===== src/rtl/regfile_wb_arbiter_if.sv =====
// Write-back bus between the four execution-unit requesters and the register-file arbiter.
// The master side is the requesters; the slave side is the arbiter driving the RAM write ports.
interface regfile_wb_arbiter_if #(
    parameter int unsigned ADDR_W = 5,
    parameter int unsigned DATA_W = 32
);
    logic [3:0]          req_valid;
    logic [4*ADDR_W-1:0] req_addr;
    logic [4*DATA_W-1:0] req_data;
    logic [3:0]          req_ready;
    logic                we1;
    logic [ADDR_W-1:0]   waddr1;
    logic [DATA_W-1:0]   wdata1;
    logic                we2;
    logic [ADDR_W-1:0]   waddr2;
    logic [DATA_W-1:0]   wdata2;

    modport master (
        output req_valid, req_addr, req_data,
        input  req_ready, we1, waddr1, wdata1, we2, waddr2, wdata2
    );

    modport slave (
        input  req_valid, req_addr, req_data,
        output req_ready, we1, waddr1, wdata1, we2, waddr2, wdata2
    );
endinterface


===== src/rtl/regfile_wb_arbiter.sv =====
// Picks up to two conflict-free write-backs per cycle for the 2-write-port register RAM.
// Define REGFILE_WB_RR_EN for a round-robin scan start; otherwise requester 0 has fixed priority.
module regfile_wb_arbiter #(
    parameter int unsigned ADDR_W = 5,
    parameter int unsigned DATA_W = 32
) (
    input logic                 clk,
    input logic                 reset,
    input logic                 flush,
    regfile_wb_arbiter_if.slave wb
);
    logic [ADDR_W-1:0] addr [4];
    logic [DATA_W-1:0] data [4];
    logic [1:0]        ptr;
    logic              s1_vld;
    logic              s2_vld;
    logic [1:0]        s1_idx;
    logic [1:0]        s2_idx;
    logic [3:0]        ready;

    logic              we1_q;
    logic              we2_q;
    logic [ADDR_W-1:0] waddr1_q;
    logic [ADDR_W-1:0] waddr2_q;
    logic [DATA_W-1:0] wdata1_q;
    logic [DATA_W-1:0] wdata2_q;

    always_comb begin
        for (int i = 0; i < 4; i++) begin
            addr[i] = wb.req_addr[i*ADDR_W +: ADDR_W];
            data[i] = wb.req_data[i*DATA_W +: DATA_W];
        end
    end

    // Slot 1 is claimed first in scan order, so slot 2 always lies after it.
    always_comb begin : sel
        logic [1:0] idx;
        idx    = 2'd0;
        s1_vld = 1'b0;
        s1_idx = 2'd0;
        s2_vld = 1'b0;
        s2_idx = 2'd0;
        for (int k = 0; k < 4; k++) begin
            idx = ptr + 2'(k);
            if (wb.req_valid[idx]) begin
                if (!s1_vld) begin
                    s1_vld = 1'b1;
                    s1_idx = idx;
                end else if (!s2_vld && (addr[idx] != addr[s1_idx] || addr[idx] == '0 ||
                                         addr[s1_idx] == '0)) begin
                    s2_vld = 1'b1;
                    s2_idx = idx;
                end
            end
        end
    end

    always_comb begin
        ready = 4'b0000;
        if (!flush && !reset) begin
            if (s1_vld) ready[s1_idx] = 1'b1;
            if (s2_vld) ready[s2_idx] = 1'b1;
        end
    end

    assign wb.req_ready = ready;

`ifdef REGFILE_WB_RR_EN
    logic [1:0] ptr_q;
    logic [1:0] ptr_d;

    always_comb begin
        ptr_d = ptr_q;
        if (!flush) begin
            if (s2_vld) begin
                ptr_d = s2_idx + 2'd1;
            end else if (s1_vld) begin
                ptr_d = s1_idx + 2'd1;
            end
        end
    end

    always_ff @(posedge clk or posedge reset) begin
        if (reset) begin
            ptr_q <= 2'd0;
        end else begin
            ptr_q <= ptr_d;
        end
    end

    assign ptr = ptr_q;
`else
    assign ptr = 2'd0;
`endif

    // Register-0 writes are granted but never reach the RAM.
    always_ff @(posedge clk or posedge reset) begin
        if (reset) begin
            we1_q    <= 1'b0;
            we2_q    <= 1'b0;
            waddr1_q <= '0;
            waddr2_q <= '0;
            wdata1_q <= '0;
            wdata2_q <= '0;
        end else if (flush) begin
            we1_q <= 1'b0;
            we2_q <= 1'b0;
        end else begin
            we1_q <= s1_vld && (addr[s1_idx] != '0);
            we2_q <= s2_vld && (addr[s2_idx] != '0);
            if (s1_vld) begin
                waddr1_q <= addr[s1_idx];
                wdata1_q <= data[s1_idx];
            end
            if (s2_vld) begin
                waddr2_q <= addr[s2_idx];
                wdata2_q <= data[s2_idx];
            end
        end
    end

    assign wb.we1    = we1_q;
    assign wb.we2    = we2_q;
    assign wb.waddr1 = waddr1_q;
    assign wb.waddr2 = waddr2_q;
    assign wb.wdata1 = wdata1_q;
    assign wb.wdata2 = wdata2_q;
endmodule


===== src/flat_wrapper.sv =====
// flat-port wrapper written by rule: the top's interface ports become plain ports
module regfile_wb_arbiter_flat 
#(
    parameter int unsigned ADDR_W = 5,
    parameter int unsigned DATA_W = 32
)
  (clk, reset, flush, wb_req_valid, wb_req_addr, wb_req_data, wb_req_ready, wb_we1, wb_waddr1, wb_wdata1, wb_we2, wb_waddr2, wb_wdata2);
  regfile_wb_arbiter_if #(.ADDR_W(ADDR_W), .DATA_W(DATA_W)) wb_i ();
  input logic clk;
  input logic reset;
  input logic flush;
  input wire logic [$bits(wb_i.req_valid)-1:0] wb_req_valid;
  input wire logic [$bits(wb_i.req_addr)-1:0] wb_req_addr;
  input wire logic [$bits(wb_i.req_data)-1:0] wb_req_data;
  output wire logic [$bits(wb_i.req_ready)-1:0] wb_req_ready;
  output wire logic [$bits(wb_i.we1)-1:0] wb_we1;
  output wire logic [$bits(wb_i.waddr1)-1:0] wb_waddr1;
  output wire logic [$bits(wb_i.wdata1)-1:0] wb_wdata1;
  output wire logic [$bits(wb_i.we2)-1:0] wb_we2;
  output wire logic [$bits(wb_i.waddr2)-1:0] wb_waddr2;
  output wire logic [$bits(wb_i.wdata2)-1:0] wb_wdata2;
  assign wb_i.req_valid = wb_req_valid;
  assign wb_i.req_addr = wb_req_addr;
  assign wb_i.req_data = wb_req_data;
  assign wb_req_ready = wb_i.req_ready;
  assign wb_we1 = wb_i.we1;
  assign wb_waddr1 = wb_i.waddr1;
  assign wb_wdata1 = wb_i.wdata1;
  assign wb_we2 = wb_i.we2;
  assign wb_waddr2 = wb_i.waddr2;
  assign wb_wdata2 = wb_i.wdata2;
  regfile_wb_arbiter #(.ADDR_W(ADDR_W), .DATA_W(DATA_W)) u_core (.clk(clk), .reset(reset), .flush(flush), .wb(wb_i));
endmodule

===== config.mk =====
export PLATFORM = sky130hd
export DESIGN_NAME = regfile_wb_arbiter_flat
export DESIGN_NICKNAME = d
export VERILOG_FILES = /design/src/rtl/regfile_wb_arbiter_if.sv /design/src/rtl/regfile_wb_arbiter.sv /design/src/flat_wrapper.sv
export SDC_FILE = /design/constraint.sdc
export NUM_CORES = 1
export LEC_CHECK = 0
export CAP_MARGIN = 5
export CORE_MARGIN = 2
export CORE_UTILIZATION = 41
export CTS_CLUSTER_DIAMETER = 40
export DETAILED_ROUTE_END_ITERATION = 7
export PLACE_DENSITY_LB_ADDON = 0.2
export SLEW_MARGIN = 5
export SYNTH_ARGS = -nofsm -noshare
export SYNTH_HDL_FRONTEND = slang
export SYNTH_SLANG_ARGS = --single-unit

===== constraint.sdc =====
create_clock -name clk -period 3.5 [get_ports clk]
set_clock_uncertainty 0.2 [all_clocks]
set_input_delay 0.35 -clock clk [delete_from_list [all_inputs] [get_ports clk]]
set_output_delay 0.35 -clock clk [all_outputs]
set_load 0.01 [all_outputs]

==> results of run 1 <==
## power by group
group,internal (uW),switching (uW),total (uW),leakage (uW)
sequential,1020,80.4,1100,0.000872
combinational,628,522,1150,0.00205
clock,491,412,902,0.000134
total,2140,1010,3150,0.00305
## worst reg2reg max path, cell delays in order (launching register included)
cell and delay [ns]:
dfrtp_1 0.39, nor2_1 0.11, a31oi_1 0.06
## stage by stage
stage	total power [uW]	hold WS [ns]	worst slack (ns)	instances
after detailed placement	2250	0.309	-0.217	865
final	3150	0.230	0.169	883
after CTS	3160	0.198	0.0223	882
after global routing	3300	0.241	0.0351	882
after floorplan	1570	0.300	0.533	491
after global placement	2230	0.304	-0.186	865
## repair_timing
| item | 4_1_cts | 5_1_grt |
|---|---|---|
| pin swaps | 1 | 1 |
| setup endpoints to repair | 2 | 3 |
| gates resized for setup | 4 | 8 |
| setup buffers | 1 | 0 |
| hold buffers | 0 | 0 |
## area by class of cell
class | count | area [sq um]
clock buffers | 9 | 225
clock inverters | 7 | 57.6
fillers | 870 | 3270
flip-flops and latches | 76 | 1900
repair buffers | 288 | 2790
diodes | 1 | 2.50
multi-input cells | 352 | 2480
inverters | 10 | 38.8
well taps | 140 | 175
## metal layers
metal | up-vias | part of all wire (%) | GRT usage (%)
li1 | 2435 | - | -
met1 | 2640 | 37 | 35.4
met2 | 374 | 48 | 53.3
met3 | 43 | 11 | 9.11
met4 | 0 | 3.0 | 12.6
met5 | - | 0 | 0
## registers in the layout (all words and copies together), names as in the netlist
register,cells
u_core.wb.we2,1
u_core.wb.wdata1,32
u_core.wb.waddr1,5
u_core.wb.we1,1
u_core.wb.wdata2,32
u_core.wb.waddr2,5
## logic make-up after synthesis
| family | after synthesis | share of synthesized area, % |
|---|---|---|
| buffers and inverters | 63 | 6.61 |
| AND/OR/NAND/NOR | 134 | 13.3 |
| AO/OA/AOI/OAI | 183 | 30.7 |
| multiplexers | 26 | 6.50 |
| flip-flops | 76 | 41.2 |
| XOR/XNOR | 9 | 1.71 |
## final timing paths
path	slack (ns)	endpoint	cells past startpoint
min in group clk	0.32	u_core.wb.wdata2[0]$_DFFE_PP0P_	2
max in group asynchronous	2.24	u_core.wb.we1$_DFF_PP0_	3
hold / removal	0.23	u_core.wb.waddr2[1]$_DFFE_PP0P_	2
setup reg to reg	2.59	u_core.wb.wdata1[21]$_DFFE_PP0P_	2
setup / recovery	0.17	wb_req_ready[1]	10
hold reg to reg	0.32	u_core.wb.wdata2[0]$_DFFE_PP0P_	2
## layout by cell type (no fill, tap or decap), drive strengths merged, types with 3 or more instances in the layout
master         Yosys  final
o211ai             3      3
inv               10     12
nand2             17     17
a221oi             6      6
buf               21     54
nor2              83     83
xnor2              4      4
mux2i              3      3
or4b               4      4
a21oi             61     61
nor4               4      4
clkbuf            32     10
a211oi             3      3
a31oi             14     14
or3b               4      4
dfrtp             76     76
clkdlybuf4s50      0    230
xor2               5      5
mux2              22     22
nand2b             3      3
o21ai              9      9
nor3               6      6
a222oi            69     69
a41oi              3      3
clkinv             0      3
or2                3      3
==> impl_metrics.json, run 1 <==
{
  "outcome": "finished with violations",
  "failed_checks": "design-rule violations",
  "worst_pin_slew_ns": 0.560,
  "ant_nets": 0,
  "drv_slew": 0,
  "numPortBuffers": 234,
  "grt_overflow": 0,
  "grt_pass1_wl_um": 28300,
  "period_share_pct": 95.2,
  "yosysTopAreaCellShare_pct": 41.2,
  "utilization_pct": 70.1,
  "place_area_sq_um": 7350,
  "cts_tree": "done",
  "drv_cap": 0,
  "cts_made_buffers": 9,
  "synth_area_sq_um": 4620,
  "grt_pass1_vias": 5486,
  "dieArea_sq_um": 12100,
  "cp-end-kind": "primary output",
  "synth_flop_cell": "dfrtp_1",
  "wire_per_inst_um": 21.7,
  "r2r-start": "u_core.wb.wdata1[21]$_DFFE_PP0P_",
  "drive_gt1_share_pct": 15.6,
  "core_sq_um": 10900,
  "start_util_pct": 42.2,
  "cp_slowest_cell": "clkdlybuf4s50_1",
  "worst-path-max-fanout": 7,
  "cp.arrival_ns": 2.78,
  "antenna_found_initial": 1,
  "drc": 2,
  "dpl.hpwl_um": 13700,
  "worst-path-buf-inv": 4,
  "cts.path.max_buffers": 2,
  "numClockSinks": 76,
  "max_stage_delay_ns": 0.56,
  "synthCells": 491,
  "min_period_ns": 3.33,
  "synthTopCellsByCount": "83 x nor2_1, 76 x dfrtp_1, 69 x a222oi_1",
  "io_pins": 235,
  "final_area_sq_um": 7670,
  "max_freq_ghz": 0.300,
  "grt_setup_unrepaired": "no",
  "root_buffer": "clkbuf_16",
  "clk_latency_ns": 0.34,
  "setup_violations": 0,
  "yosys-top-cells-area": "dfrtp_1 41%, a222oi_1 15%, nor2_1 6.7%",
  "critPathRequiredTime_ns": 2.95,
  "via_count": 5492,
  "cp_cell_sequence": "clkdlybuf4s50_1, buf_4, nor4_1, nor3_1, a21oi_1, o211a_4, buf_4, nor2_1, nor3_1, clkdlybuf4s50_1",
  "drtIter0Drc": 857,
  "die_y_um": 110,
  "synth.net_count": 646,
  "ys_seq_elements": 76,
  "syn_to_final_growth_pct": 66.1,
  "avgSynthCellArea_sq_um": 9.41,
  "worstHoldPathType": "primary input to async pin",
  "hold_viol": 0,
  "synth-warning-count": 0,
  "grt_max_degree": 66,
  "fin_nets": 892,
  "startpoint_type": "primary input",
  "crit_family": "buffers and inverters",
  "seq_area_frac_synth_pct": 41.2,
  "synth_edf_count": 0,
  "cellPowerDensity_nw_per_um2": 411,
  "async_flop_share_pct": 100,
  "yosysMostFrequentCell": "nor2_1",
  "first_pass_iters": 8,
  "die_w_um": 110,
  "synth_top_cell_by_area": "dfrtp_1",
  "clk_pin_slew_ns": 0.07,
  "synth_cell_types": 54,
  "viasPerCell": 6.22,
  "tns_ns": 0,
  "place_congestion": 0.982,
  "worstSetupStartpoint": "wb_req_addr[6]",
  "wl_um": 19200,
  "leakagePower_uw": 0.00305,
  "path_class": "primary input to primary output",
  "row_count": 38,
  "gr-usage-all-layers_pct": 30.7,
  "vdd_drop_max_v": 0.000283,
  "relSlewSlack_pct": 62.6,
  "htree_num_levels": 3
}
Note: power is estimated with default switching activity, not from simulation.
==> run 2, diff against run 1 <==
--- a/config.mk
+++ b/config.mk
@@ -6,10 +6,12 @@
 export NUM_CORES = 1
 export LEC_CHECK = 0
 export CAP_MARGIN = 5
+export CORE_ASPECT_RATIO = 1.4
 export CORE_MARGIN = 2
 export CORE_UTILIZATION = 41
 export CTS_CLUSTER_DIAMETER = 40
 export DETAILED_ROUTE_END_ITERATION = 7
+export GPL_ROUTABILITY_DRIVEN = 0
 export PLACE_DENSITY_LB_ADDON = 0.2
 export SLEW_MARGIN = 5
 export SYNTH_ARGS = -nofsm -noshare
==> impl_metrics.json, run 2 (same netlist as run 1, synthesis figures left out) <==
{
  "relSlewSlack_pct": 62.8,
  "htree_num_levels": 3,
  "numClockSinks": 76,
  "cp-end-kind": "primary output",
  "drive_gt1_share_pct": 15.0,
  "drv_slew": 0,
  "cp.arrival_ns": 2.82,
  "antenna_found_initial": 0,
  "grt_max_degree": 51,
  "fin_nets": 889,
  "critPathRequiredTime_ns": 2.95,
  "grt_pass1_wl_um": 28600,
  "core_sq_um": 10900,
  "first_pass_iters": 8,
  "utilization_pct": 69.5,
  "wire_per_inst_um": 21.4,
  "dpl.hpwl_um": 14100,
  "cellPowerDensity_nw_per_um2": 408,
  "max_freq_ghz": 0.296,
  "leakagePower_uw": 0.00302,
  "tns_ns": 0,
  "root_buffer": "clkbuf_16",
  "die_w_um": 93.7,
  "row_count": 45,
  "worst-path-max-fanout": 12,
  "final_cell_mix": "231 x clkdlybuf4s50_1, 83 x nor2_1, 76 x dfrtp_1",
  "cts_made_buffers": 9,
  "start_util_pct": 42.3,
  "die_y_um": 130,
  "outcome": "finished with violations",
  "p_total_uw": 3100,
  "via_count": 5468,
  "period_share_pct": 96.4,
  "setup_violations": 0,
  "numPortBuffers": 234,
  "pre_cts_ws_ns": -0.243,
  "worstHoldPathType": "primary input to async pin",
  "ant_nets": 0,
  "clk_latency_ns": 0.33,
  "io_pins": 235,
  "cts_tree": "done",
  "grt_overflow": 0,
  "vdd_drop_max_v": 0.000293,
  "grt_setup_unrepaired": "no",
  "cts_setup_buffers": 0,
  "wl_um": 18900,
  "gr-usage-all-layers_pct": 30.4,
  "grt_pass1_vias": 5619,
  "dieArea_sq_um": 12100,
  "syn_to_final_growth_pct": 64.3,
  "worst_slack_ns": 0.126,
  "min_period_ns": 3.37,
  "clk_pin_slew_ns": 0.06,
  "n_antenna_cell": 0,
  "drc": 29,
  "n_fill_cell": 897,
  "cts.path.max_buffers": 2,
  "drv_cap": 0,
  "drtIter0Drc": 612,
  "final_common_cell": "clkdlybuf4s50_1",
  "startpoint_type": "primary input",
  "worst_pin_slew_ns": 0.558,
  "hold_viol": 0,
  "failed_checks": "design-rule violations",
  "viasPerCell": 6.21,
  "path_class": "primary input to primary output",
  "whs_ns": 0.304
}
[run 2: changes by cell type in the layout (fill, tap and decap cells not counted), moves of 2 or more]
cell,change
clkbuf_8,+2
clkbuf_1,+2
buf_12,-3
inv_6,-2
[run 2: power by group]
part	internal, uW	switching, uW	total [uW]	leakage, uW
Clock	519	337	856	0.000136
Combinational	619	520	1140	0.00202
Sequential	1020	79.4	1100	0.000872
[run 2: path summary, 6_finish.rpt]
kind                                                       start                                to  slack (ns)  cells after the start
worst max-delay path                             wb_req_valid[0]                   wb_req_ready[3]        0.13                     11
max in group asynchronous                                  reset   u_core.wb.wdata2[7]$_DFFE_PP0P_        2.01                      3
worst max register to register  u_core.wb.wdata1[19]$_DFFE_PP0P_  u_core.wb.wdata1[19]$_DFFE_PP0P_        2.58                      2
worst min-delay path                                       reset  u_core.wb.wdata2[26]$_DFFE_PP0P_        0.30                      2
worst min register to register  u_core.wb.wdata2[29]$_DFFE_PP0P_  u_core.wb.wdata2[29]$_DFFE_PP0P_        0.32                      2
min in group clk                u_core.wb.wdata2[29]$_DFFE_PP0P_  u_core.wb.wdata2[29]$_DFFE_PP0P_        0.32                      2
[run 2: area by class of cell]
type | count | area (sq um) | share of cell area, %
clock buffer | 13 | 260 | 3.43
tap | 141 | 176 | 2.33
multi-input combinational | 352 | 2450 | 32.3
inverter | 10 | 38.8 | 0.511
sequential | 76 | 1900 | 25.1
timing repair buffer | 285 | 2730 | 36.0
clock inverter | 3 | 21.3 | 0.280
[run 2: critical path: stages]
cell and delay, ns:
clkdlybuf4s50_1 0.41, buf_4 0.18, or4b_1 0.52, o211ai_1 0.16, a41oi_1 0.16, mux2i_1 0.18
o21ai_2 0.11, nor4_4 0.28, nor2_1 0.07, nor3_1 0.20, clkbuf_2 0.19
[run 2: per-stage QoR]
stage,area [sq um],instances
after global routing,7590,880
final,7590,880
after floorplan,4620,491
after CTS,7580,880
after global placement,7300,864
after detailed placement,7300,864
[run 2: repair_timing]
item	in CTS	in global routing
resized for setup	3	6
pin swaps	0	1
hold buffers	0	0
endpoints found under the setup margin	2	4
[run 2: metal layers]
layer | GRT usage (%) | part of all wire, % | up-vias
met5 | 0 | 0 | -
met4 | 14.9 | 4.5 | 0
met3 | 7.91 | 9.5 | 72
met2 | 55.6 | 52 | 366
met1 | 31.9 | 34 | 2616
li1 | - | - | 2414
